--- config.mk ---
export PLATFORM = sky130hd
export DESIGN_NAME = cache_refill_unit
export DESIGN_NICKNAME = d
export VERILOG_FILES = /design/src/rtl/cache_refill_unit.sv
export SDC_FILE = /design/constraint.sdc
export NUM_CORES = 1
export LEC_CHECK = 0
export BUFFER_PORTS_ARGS = -buffer_cell sky130_fd_sc_hd__buf_4
export CORE_MARGIN = 1.5
export CORE_UTILIZATION = 50
export CTS_CLUSTER_SIZE = 24
export DETAILED_ROUTE_END_ITERATION = 6
export PLACE_DENSITY = 0.73
export SETUP_SLACK_MARGIN = 0.05
export SLEW_MARGIN = 15
export SYNTH_ARGS = -nofsm -noshare
export SYNTH_HDL_FRONTEND = slang
export SYNTH_SLANG_ARGS = --single-unit
--- constraint.sdc ---
create_clock -name clk -period 2.3 [get_ports clk]
set_input_delay 0.23 -clock clk [delete_from_list [all_inputs] [get_ports clk]]
set_output_delay 0.23 -clock clk [all_outputs]
set_load 0.005 [all_outputs]
--- src/rtl/cache_refill_unit.sv ---
// Cache line refill engine: fetches a 16-byte line byte by byte,
// picks the victim way from a per-set LRU bit and presents the fill.
module cache_refill_unit (
    input  logic         clk,
    input  logic         rst,
    input  logic         miss_req,
    input  logic [11:0]  miss_addr,
    input  logic         hit_valid,
    input  logic [2:0]   hit_set,
    input  logic         hit_way,
    output logic         mem_rd,
    output logic [11:0]  mem_addr,
    input  logic [7:0]   mem_data,
    output logic         busy,
    output logic         fill_valid,
    output logic [127:0] fill_line,
    output logic [4:0]   fill_tag,
    output logic [2:0]   fill_set,
    output logic         fill_way
);

    localparam logic [1:0] IDLE  = 2'd0;
    localparam logic [1:0] FETCH = 2'd1;
    localparam logic [1:0] DRAIN = 2'd2;
    localparam logic [1:0] DONE  = 2'd3;

    logic [1:0]   state_q, state_d;
    logic [3:0]   beat_q, beat_d;
    logic [7:0]   line_addr_q, line_addr_d;
    logic [127:0] line_q, line_d;
    logic         victim_q, victim_d;
    logic [7:0]   lru_q, lru_d;
    logic [127:0] fill_line_q, fill_line_d;
    logic [4:0]   fill_tag_q, fill_tag_d;
    logic [2:0]   fill_set_q, fill_set_d;
    logic         fill_way_q, fill_way_d;
    logic [3:0]   prev_beat;

    // Read data lags the strobe by one cycle, so capture the previous beat.
    assign prev_beat  = beat_q - 4'd1;

    assign mem_rd     = (state_q == FETCH);
    assign mem_addr   = mem_rd ? {line_addr_q, beat_q} : 12'h000;
    assign busy       = (state_q != IDLE);
    assign fill_valid = (state_q == DONE);
    assign fill_line  = fill_line_q;
    assign fill_tag   = fill_tag_q;
    assign fill_set   = fill_set_q;
    assign fill_way   = fill_way_q;

    // Next-state logic for the refill FSM, line assembly and LRU bits.
    always_comb begin
        state_d     = state_q;
        beat_d      = beat_q;
        line_addr_d = line_addr_q;
        line_d      = line_q;
        victim_d    = victim_q;
        lru_d       = lru_q;
        fill_line_d = fill_line_q;
        fill_tag_d  = fill_tag_q;
        fill_set_d  = fill_set_q;
        fill_way_d  = fill_way_q;

        if (hit_valid) begin
            lru_d[hit_set] = hit_way;
        end

        unique case (state_q)
            IDLE: begin
                if (miss_req) begin
                    line_addr_d = miss_addr[11:4];
                    victim_d    = ~lru_q[miss_addr[6:4]];
                    line_d      = '0;
                    beat_d      = 4'd0;
                    state_d     = FETCH;
                end
            end
            FETCH: begin
                if (beat_q != 4'd0) begin
                    line_d[{prev_beat, 3'b000} +: 8] = mem_data;
                end
                beat_d = beat_q + 4'd1;
                if (beat_q == 4'd15) begin
                    state_d = DRAIN;
                end
            end
            DRAIN: begin
                line_d[127:120] = mem_data;
                fill_line_d     = line_d;
                fill_tag_d      = line_addr_q[7:3];
                fill_set_d      = line_addr_q[2:0];
                fill_way_d      = victim_q;
                state_d         = DONE;
            end
            DONE: begin
                // The fill overrides a same-cycle hit on the same set.
                lru_d[fill_set_q] = fill_way_q;
                state_d           = IDLE;
            end
            default: begin
                state_d = IDLE;
            end
        endcase
    end

    // State registers with synchronous reset.
    always_ff @(posedge clk) begin
        if (rst) begin
            state_q     <= IDLE;
            beat_q      <= 4'd0;
            line_addr_q <= 8'd0;
            line_q      <= '0;
            victim_q    <= 1'b0;
            lru_q       <= 8'h00;
            fill_line_q <= '0;
            fill_tag_q  <= 5'd0;
            fill_set_q  <= 3'd0;
            fill_way_q  <= 1'b0;
        end else begin
            state_q     <= state_d;
            beat_q      <= beat_d;
            line_addr_q <= line_addr_d;
            line_q      <= line_d;
            victim_q    <= victim_d;
            lru_q       <= lru_d;
            fill_line_q <= fill_line_d;
            fill_tag_q  <= fill_tag_d;
            fill_set_q  <= fill_set_d;
            fill_way_q  <= fill_way_d;
        end
    end

endmodule

==> results.ini, run 1 <==
[run_status]
status=finished clean

[worst_hold_path]
hold_end=lru_q[3]
hp-start=hit_way
whs_path_depth=3
hold_class=in2reg

[critical_path]
worstReg2RegEnd=line_q[14]
reg2reg_slack_ns=0.13
crit_start=beat_q[1]
required_ns=2.75
crit_arrival_ns=2.62
reg2reg_from=beat_q[1]
path_class=reg2reg
r2r_cells=8
crit_path_end_kind=flop
crit_fanout=8
startpoint_type=flop

[timing]
hold-worst-slack_ns=0.1103
tightest_slew_ns=0.8461
slew_violations=0
min_period_ns=2.167
clock_skew_ns=0.01164
grt_setup_unrepaired=yes
fin_crit_sh_pct=94.22
finalHoldViolCount=0
finalSetupViolCount=0
slew_headroom_pct=43.59
max_freq_ghz=0.4615

[finish]
area_delta_synth_final_pct=30.44
multi_input_area_mm2=0.004730
final-seq-area_mm2=0.005607
final_nets=1227
fin_cells=1476
drive_above_1_share_pct=27.20
utilization_pct=66.84
antenna_cells=0
nFillCells=1618

[clock_network]
cts_buffer_depth=3
root_buffer=clkbuf_16
numClockSinks=280
numCtsBuffers=29
clk_pin_slew_worst_paths_ns=0.06
htreeDepth=1
cts_tree=built
clock_latency_ns=0.53

[synth]
synthTopCellsByCount=280 x dfxtp_1, 157 x nor2_1, 148 x mux2i_1
synthMostInstantiatedCell=dfxtp_1
yosys-top-cells-area=dfxtp_1 54%, mux2i_1 14%, o2bb2ai_1 7.4%
ys_ff_latch=280
syn_area_mm2=0.01044
synth_top_cell_by_area=dfxtp_1
synth_edf_count=0
postSynthCellCount=963
async_flop_share_pct=0
ys_warn_count=0
synth.net_count=1005
synth_top_area_share_pct=53.72
avgSynthCellArea_um2=10.84
synth_seq_area_share_pct=53.72
ys_types=52
ys.flop_type=dfxtp_1

[die]
io_pins=180
core.rowCount=52
die_w_um=147.5
chipHeight_um=147.5
fp.coreArea_mm2=0.02036
initial_utilization_pct=51.24
dieArea_mm2=0.02175

[global_routing]
antenna_found_initial=0
grt_pass1_wl_um=40990
use_met1_pct=32.49
grt_start_max_net_pins=80
grt.overflow.total=0
grt_pass1_vias=7596
grt_use_met2_pct=38.05
grt_util_met3_pct=3.395
top_usage_layer=met2
grt_use_total_pct=23.29

[detailed_routing]
wl_um=25850
via_per_inst=5.385
ant_nets=0
route.detailed.drc=0
vias=7948
first_iter_violations=347
first_pass_iters=5
wl_per_cell_um=17.51

[power_and_ir_drop]
power_leakage_nw=5.307
pwr_density_cell_mw_per_mm2=930.1
ir_drop_uv=693.0

[place]
port_buffers=175
gp_routability_congestion=0.8460
dp_cells=1402
hpwlAfterDp_um=17060

[job]
maxCapViolCount=0

cell families after synthesis:
kind of cell             after synthesis  synth area share (%)
flip-flops                           280                 53.72
AND/OR/NAND/NOR                      273                 12.35
AO/OA/AOI/OAI                        170                 13.85
multiplexers                         153                 14.98
buffers and inverters                 69                 2.602
adder cells (fa/ha/maj)               14                 1.679
XOR/XNOR                               4                0.8273
per-stage QoR:
step	power (mW)	worst slack [ns]	setup TNS [ns]	area, µm²
floorplan	6.979	0.05093	0	10440
global placement	7.866	0.04055	0	12300
detailed placement	7.903	-0.05971	-0.3390	12300
CTS	12.56	0.002910	0	13460
global route	13.17	0.01890	0	13610
finish	12.66	0.1329	0	13610
critical path, stage by stage, from the launching register on:
cell       delay (ns)
dfxtp_1          0.33
inv_1            0.10
ha_1             0.25
a21boi_4         0.21
xnor2_4          0.18
mux2_4           0.38
buf_4            0.17
a31oi_4          0.29
o2bb2ai_1        0.17
area by class of cell:
cell class	count	area share, %
clock buffers	43	6.232
clock inverters	9	0.7629
inverters	9	0.2482
multi-input cells	614	34.75
flip-flops and latches	280	41.19
well taps	270	2.482
repair buffers	251	14.34
how the worst max path moves through the flow:
stage          slack (ns)    endpoint  cells after the start
5_1_grt              0.02  line_q[83]                      9
4_1_cts             0.003  line_q[46]                      6
6_report             0.13  line_q[14]                      8
2_1_floorplan        0.05  line_q[63]                      9
3_5_place_dp        -0.06  line_q[65]                      8
3_3_place_gp         0.04  line_q[57]                      6
report_power, final:
part           switching, mW  internal, mW
sequential            0.0616          4.95
combinational           1.73          1.29
clock                   1.86          2.77
total                   3.66          9.00
timing repair:
action	4_1_cts	5_1_grt
hold endpoints to repair	18	0
hold buffers	17	0
endpoints found under the setup margin	61	110
buffers inserted	0	5
pin swaps	2	6
resized for setup	6	23
per-layer routing:
metal  vias to the layer above  share of wire [%]
met1                      3822                 46
met5                         -                  0
met3                        32                4.9
met2                       205                 47
li1                       3889                  -
met4                         0                1.6
sequential cells by signal, indices dropped and copies added, names as in the netlist:
register     count
beat_q           4
fill_way         1
line_q         120
fill_set         3
victim_q         1
fill_tag         5
line_addr_q      8
lru_q            8
fill_line      128
state_q          2
placed cells by master (no fill, tap or decap), types with 12 or more instances in the layout:
master,n
dfxtp_1,279
buf_4,232
nor2_1,156
mux2i_1,148
o2bb2ai_1,87
a22o_1,30
clkbuf_16,29
nand2_1,25
a21oi_1,18
dlygate4sd3_1,17
and2_1,16
nand3_1,16
nor2b_1,12
Note: power is estimated with default switching activity, not from simulation.
==> run 2, diff against run 1 <==
Settings changed: ABC_AREA set to 1, CORE_UTILIZATION 50 to 51, PLACE_DENSITY 0.73 to 0.74.
==> run 2 against run 1 <==
Net effect:
- die area rose by 8.1%
- global-route usage rose by 2.5 points
- sequential cell count did not move
- register-to-register slack improved by 0.02 ns
- hold slack got worse by 0.094 ns
- critical endpoint is now line_q[56]
- highest routed layer unchanged
==> results.ini, run 2 <==
[run_status]
status=finished clean  ; unchanged

[critical_path]
crit_arrival_ns=2.59  ; was 2.62 ns
crit_chain=inv_1 -> ha_4 -> nand2_1 -> inv_2 -> nand2_1 -> nand2_1 -> nand2_4 -> inv_2 -> nand3_2 -> nand2_1 -> nand2_1 -> nor2_1 -> nor2_1  ; was inv_1 -> ha_1 -> a21boi_4 -> xnor2_4 -> mux2_4 -> buf_4 -> a31oi_4 -> o2bb2ai_1
slowest_delay_ns=0.33  ; was 0.38 ns
required_ns=2.74  ; was 2.75 ns
path_class=reg2reg  ; unchanged
startpoint_type=flop  ; unchanged
reg2reg_from=beat_q[0]  ; was beat_q[1]
crit_start=beat_q[0]  ; was beat_q[1]
reg2reg_slack_ns=0.15  ; was 0.13 ns
crit_path_end_kind=flop  ; unchanged
crit_fanout=9  ; was 8
critPathMostFrequentCell=nand2_1
cpMaxStageDelayCell=dfxtp_1  ; was mux2_4

[detailed_routing]
route.detailed.drc=0  ; unchanged
wl_per_cell_um=15.50  ; was 17.51 µm
ant_nets=0  ; unchanged
first_iter_violations=961  ; was 347
wl_um=31140  ; was 25,850 µm
first_pass_iters=7  ; was 5
via_per_inst=5.472  ; was 5.385
vias=10990  ; was 7,948

[clock_network]
clock_latency_ns=0.55  ; was 0.53 ns
cts_buffer_depth=3  ; unchanged
numCtsBuffers=28  ; was 29
root_buffer=clkbuf_16  ; unchanged
cts_tree=built  ; unchanged
numClockSinks=280  ; unchanged
clk_pin_slew_worst_paths_ns=0.06  ; about the same
htreeDepth=1  ; unchanged

[global_routing]
grt_start_max_net_pins=157  ; was 80
antenna_found_initial=0  ; unchanged
grt.overflow.total=0  ; unchanged
grt_pass1_vias=9855  ; was 7,596
grt_use_total_pct=25.82  ; was 23.29%
grt_pass1_wl_um=50370  ; was 40,990 µm

[synth]
async_flop_share_pct=0  ; unchanged
postSynthCellCount=1554  ; was 963
synthMostInstantiatedCell=nor2_1  ; was dfxtp_1
synth_edf_count=0  ; unchanged
synth_seq_area_share_pct=48.62  ; was 53.72%
ys_ff_latch=280  ; unchanged
avgSynthCellArea_um2=7.419  ; was 10.84 µm²
ys_types=37  ; was 52
synth_top_cell_by_area=dfxtp_1  ; unchanged
synth_top_area_share_pct=48.62  ; was 53.72%
ys.flop_type=dfxtp_1  ; unchanged
synth.net_count=1596  ; was 1,005
ys_warn_count=0  ; unchanged
syn_area_mm2=0.01153  ; was 0.01044 mm²
yosys-top-cells-area=dfxtp_1 49%, nor2_1 12%, o21ai_0 6.9%  ; was dfxtp_1 54%, mux2i_1 14%, o2bb2ai_1 7.4%
synthTopCellsByCount=363 x nor2_1, 280 x dfxtp_1, 158 x o21ai_0  ; was 280 x dfxtp_1, 157 x nor2_1, 148 x mux2i_1

[power_and_ir_drop]
power_leakage_nw=6.256  ; was 5.307 nW
ir_drop_uv=623.8  ; was 693.0 µV
pwr_density_cell_mw_per_mm2=1144  ; was 930.1 mW/mm²

[finish]
area_delta_synth_final_pct=23.69  ; was 30.44%
fin_cells=2009  ; was 1,476
antenna_cells=0  ; unchanged
nFillCells=1957  ; was 1,618
mostFrequentLayoutCell=nor2_1  ; was dfxtp_1
final-seq-area_mm2=0.005605  ; was 0.005607 mm²
final_cell_mix=362 x nor2_1, 280 x dfxtp_1, 207 x buf_4  ; was 279 x dfxtp_1, 232 x buf_4, 156 x nor2_1
drive_above_1_share_pct=18.05  ; was 27.20%
largest_reg_flops=128  ; unchanged
multi_input_area_mm2=0.005175  ; was 0.004730 mm²
final_nets=1751  ; was 1,227

[timing]
tightest_slew_ns=0.5505  ; was 0.8461 ns
max_freq_ghz=0.4649  ; was 0.4615 GHz
hold-worst-slack_ns=0.01641  ; was 0.1103 ns
tns_ns=0  ; unchanged
min_period_ns=2.151  ; was 2.167 ns
slew_violations=0  ; unchanged
slew_headroom_pct=63.30  ; was 43.59%
grt_setup_unrepaired=yes  ; unchanged
fin_crit_sh_pct=93.52  ; was 94.22%
finalHoldViolCount=0  ; unchanged
clock_skew_ns=0.007776  ; was 0.01164 ns
finalSetupViolCount=0  ; unchanged

[worst_hold_path]
hp-start=mem_data[6]  ; was hit_way
hold_class=in2reg  ; unchanged

[place]
gp_routability_congestion=0.9022  ; was 0.8460
dp_cells=1943  ; was 1,402
port_buffers=175  ; unchanged
hpwlAfterDp_um=20830  ; was 17,060 µm

[job]
maxCapViolCount=0  ; unchanged

[die]
initial_utilization_pct=52.35  ; was 51.24%
io_pins=180  ; unchanged
fp.coreArea_mm2=0.02203  ; was 0.02036 mm²
die_w_um=153.4  ; was 147.5 µm
core.rowCount=54  ; was 52
dieArea_mm2=0.02352  ; was 0.02175 mm²
chipHeight_um=153.4  ; was 147.5 µm

==> run 2: final timing paths <==
check,cells after the start,end
max,13,line_q[56]
min,3,line_q[6]
max reg2reg,13,line_q[56]
min reg2reg,2,fill_line[101]
==> run 2: cells by family (layout without fill, tap and decap cells) <==
group / Yosys count / count (layout) / share of synthesized area [%]
flip-flops: 280 / 280 / 48.62
AND/OR/NAND/NOR: 753 / 753 / 28.96
buffers and inverters: 194 / 369 / 6.999
AO/OA/AOI/OAI: 313 / 313 / 13.90
adder cells (fa/ha/maj): 14 / 14 / 1.519
==> run 2: cell type report <==
cell class,count,area share [%]
well taps,280,2.457
inverters,92,2.448
clock buffers,43,5.799
clock inverters,7,0.5264
multi-input cells,1080,36.29
flip-flops and latches,280,39.31
repair buffers,227,13.18
==> run 2: metrics by stage <==
step / worst slack, ns / total power [mW] / instance area (µm²) / utilization (%)
6_report: 0.1491 / 16.31 / 14260 / 64.75
5_1_grt: 0.007132 / 17.31 / 14260 / 64.75
4_1_cts: 0.05878 / 16.29 / 14150 / 64.26
3_5_place_dp: 0.06633 / 11.80 / 13160 / 59.73
3_3_place_gp: 0.1710 / 11.72 / 13160 / 59.73
2_1_floorplan: 0.1531 / 9.350 / 11530 / -
==> run 2: worst max-delay path: cells and delay by family (launching register included) <==
| kind | cells | cell delay (ns) |
|---|---|---|
| simple gates | 9 | 1.11 |
| fa+ha+maj | 1 | 0.30 |
| flops | 1 | 0.33 |
| buf+inv | 3 | 0.30 |
==> run 2: per-layer routing <==
layer,global-route usage [%],part of all wire (%),wire [µm]
met2,39.65,44,13710
met1,37.21,46,14280
met3,4.139,7.6,2380
met5,0,0,0
met4,7.998,2.5,771
==> run 2: timing repair <==
action	4_1_cts	5_1_grt
endpoints found under the hold margin	8	0
endpoints found under the setup margin	2	106
resized for setup	1	9
pin swaps	0	4
hold buffers	8	0
cloned	0	1
buffers inserted	1	6
==> run 2: report_power, final <==
part           leakage, nW  internal (mW)  switching [mW]
Sequential            2.28           5.92           0.570
Clock                0.446           2.58            1.87
Combinational         3.53           2.26            3.12
Total                 6.26           10.8            5.55
==> run 3, diff against run 2 <==
--- a/config.mk
+++ b/config.mk
@@ -13,3 +13,4 @@
 export DETAILED_ROUTE_END_ITERATION = 6
-export PLACE_DENSITY = 0.74
+export HOLD_SLACK_MARGIN = 0.05
+export PLACE_DENSITY_LB_ADDON = 0.1
 export SETUP_SLACK_MARGIN = 0.05
==> constraint.sdc (replaced) <==
create_clock -name clk -period 2.3 [get_ports clk]
set_input_delay 0.345 -clock clk [delete_from_list [all_inputs] [get_ports clk]]
set_output_delay 0.345 -clock clk [all_outputs]
set_load 0.005 [all_outputs]
==> run 3 against run 2 <==
Net effect:
- non-clock buffer count fell by 10
- hold slack better by 0.046 ns
- clock power increased by 5.8%
- total power up 1.5%
- critical path depth down 1
- critical path type unchanged
- sequential power barely moved
==> results.ini, run 3 (synthesized netlist as in run 2, its figures left out) <==
[timing]
tns_ns=0  ; unchanged
max_freq_ghz=0.4628  ; was 0.4649 GHz
finalHoldViolCount=0  ; unchanged
setup_ws_ns=0.1391  ; was 0.1491 ns
fin_crit_sh_pct=93.95  ; was 93.52%
hold-worst-slack_ns=0.06218  ; was 0.01641 ns
tightest_slew_ns=0.5803  ; was 0.5505 ns
clock_skew_ns=0.01373  ; was 0.007776 ns
slew_violations=0  ; unchanged
finalSetupViolCount=0  ; unchanged
slew_headroom_pct=61.31  ; was 63.30%
grt_setup_unrepaired=yes  ; unchanged
min_period_ns=2.161  ; was 2.151 ns

[die]
chipHeight_um=153.4  ; unchanged
die_w_um=153.4  ; unchanged
fp.coreArea_mm2=0.02203  ; unchanged
core.rowCount=54  ; unchanged
dieArea_mm2=0.02352  ; unchanged
io_pins=180  ; unchanged
initial_utilization_pct=52.35  ; unchanged

[finish]
final_nets=1741  ; was 1,751
antenna_cells=0  ; unchanged
mostFrequentLayoutCell=nor2_1  ; unchanged
area_delta_synth_final_pct=23.39  ; was 23.69%
fin_cells=1998  ; was 2,009
largest_reg_flops=128  ; unchanged
drive_above_1_share_pct=18.22  ; was 18.05%
final_cell_mix=359 x nor2_1, 280 x dfxtp_1, 205 x buf_4  ; was 362 x nor2_1, 280 x dfxtp_1, 207 x buf_4

[critical_path]
reg2reg_slack_ns=0.14  ; was 0.15 ns
crit_fanout=13  ; was 9
r2r_cells=12  ; was 13
worstReg2RegEnd=line_q[41]  ; was line_q[56]
required_ns=2.70  ; was 2.74 ns
reg2reg_from=beat_q[1]  ; was beat_q[0]
crit_path_end_kind=flop  ; unchanged
startpoint_type=flop  ; unchanged
crit_arrival_ns=2.56  ; was 2.59 ns
path_class=reg2reg  ; unchanged

[detailed_routing]
via_per_inst=5.436  ; was 5.472
route.detailed.drc=0  ; unchanged
first_iter_violations=888  ; was 961
ant_nets=0  ; unchanged
first_pass_iters=5  ; was 7
wl_um=31570  ; was 31,140 µm
vias=10860  ; was 10,990
wl_per_cell_um=15.80  ; was 15.50 µm

[global_routing]
grt.overflow.total=0  ; unchanged
grt_pass1_wl_um=50920  ; was 50,370 µm
grt_pass1_vias=9730  ; was 9,855
grt_use_total_pct=26.14  ; was 25.82%
grt_start_max_net_pins=157  ; unchanged
antenna_found_initial=0  ; unchanged

[clock_network]
hold_buffers=0  ; was 8
cts_buffer_depth=3  ; unchanged
htreeDepth=1  ; unchanged
root_buffer=clkbuf_16  ; unchanged
numCtsBuffers=28  ; unchanged
cts_tree=built  ; unchanged
clk_pin_slew_worst_paths_ns=0.06  ; about the same
numClockSinks=280  ; unchanged
clock_latency_ns=0.54  ; was 0.55 ns

[power_and_ir_drop]
pwr-share-seq_pct=39.2  ; was 39.8%
p_sw_mw=5.597  ; was 5.554 mW
pwr_density_cell_mw_per_mm2=1164  ; was 1144 mW/mm²
comb_power_share_pct=32.4  ; was 32.9%
power.share.switching_pct=33.80  ; was 34.05%
power.internal_mw=10.96  ; was 10.76 mW
clkPwrFrac_pct=28.4  ; was 27.3%
ir_drop_uv=701.7  ; was 623.8 µV
power_leakage_nw=6.215  ; was 6.256 nW

[place]
gp_routability_congestion=0.8880  ; was 0.9022
pre_cts_ws_ns=0.05871  ; was 0.06633 ns
hpwlAfterDp_um=20900  ; was 20,830 µm
port_buffers=175  ; unchanged
dp_cells=1944  ; was 1,943

[worst_hold_path]
hold_end=line_addr_q[3]  ; was line_q[6]
hp-start=miss_addr[7]  ; was mem_data[6]
whs_path_depth=3  ; unchanged
hold_class=in2reg  ; unchanged

[run_status]
status=finished clean  ; unchanged

[job]
maxCapViolCount=0  ; unchanged

[run 3: changes by cell type in the layout (fill, tap and decap cells not counted), sizes merged]
cell and delta:
buf -2, clkinv -3, dlygate4sd3 -8, clkbuf +1
bufinv +1, clkinvlp +1, inv -1
[run 3: power groups by stage]
stage / Sequential (mW) / Clock, mW / Combinational (mW)
floorplan: 6.54 / 0 / 2.81
global placement: 6.56 / 0 / 5.19
CTS: 6.48 / 4.77 / 5.29
finish: 6.49 / 4.71 / 5.36
detailed placement: 6.57 / 0 / 5.25
global route: 6.61 / 4.96 / 5.95
[run 3: repair_timing]
item	CTS	global route
gates resized for setup	0	14
pin swaps	1	5
cloned	0	1
endpoints found under the setup margin	5	86
setup buffers	1	3
[run 3: cell type report]
type	instances	area [µm²]
clock inverter	5	78.83
sequential	280	5605
clock buffer	44	882.1
inverter	92	352.8
tap	280	350.3
multi-input combinational	1080	5181
fill	2022	7800
timing repair buffer	217	1775
[run 3: metal layers]
| layer | vias to the layer above | part of all wire, % | global-route usage (%) |
|---|---|---|---|
| li1 | 5421 | - | - |
| met1 | 5020 | 47 | 38.70 |
| met2 | 380 | 43 | 39.74 |
| met3 | 41 | 7.2 | 4.281 |
| met4 | 0 | 2.1 | 6.195 |
| met5 | - | 0 | 0 |
[run 3: how the worst max path moves through the flow]
stage,startpoint,to,depth (start not counted)
detailed placement,state_q[1],line_q[86],10
CTS,state_q[1],line_q[79],10
floorplan,beat_q[1],line_q[40],9
global placement,state_q[1],line_q[86],10
global route,beat_q[1],line_q[44],12
finish,beat_q[1],line_q[41],12
[run 3: through the flow]
stage | instance area, µm² | utilization (%) | power (mW)
after global placement | 13150 | 59.71 | 11.75
final | 14230 | 64.59 | 16.56
after detailed placement | 13150 | 59.71 | 11.82
after floorplan | 11530 | - | 9.350
after CTS | 14120 | 64.10 | 16.54
after global routing | 14230 | 64.59 | 17.51
[run 3: worst max-delay path, stage by stage, from the launching register on]
cell	delay (ns)
dfxtp_1	0.34
inv_1	0.11
ha_1	0.31
nand2_1	0.10
inv_2	0.11
nand2_1	0.06
nand2_1	0.10
nand2_4	0.12
buf_6	0.18
nor2_4	0.20
nand3_2	0.20
nand3_1	0.12
a21oi_1	0.07
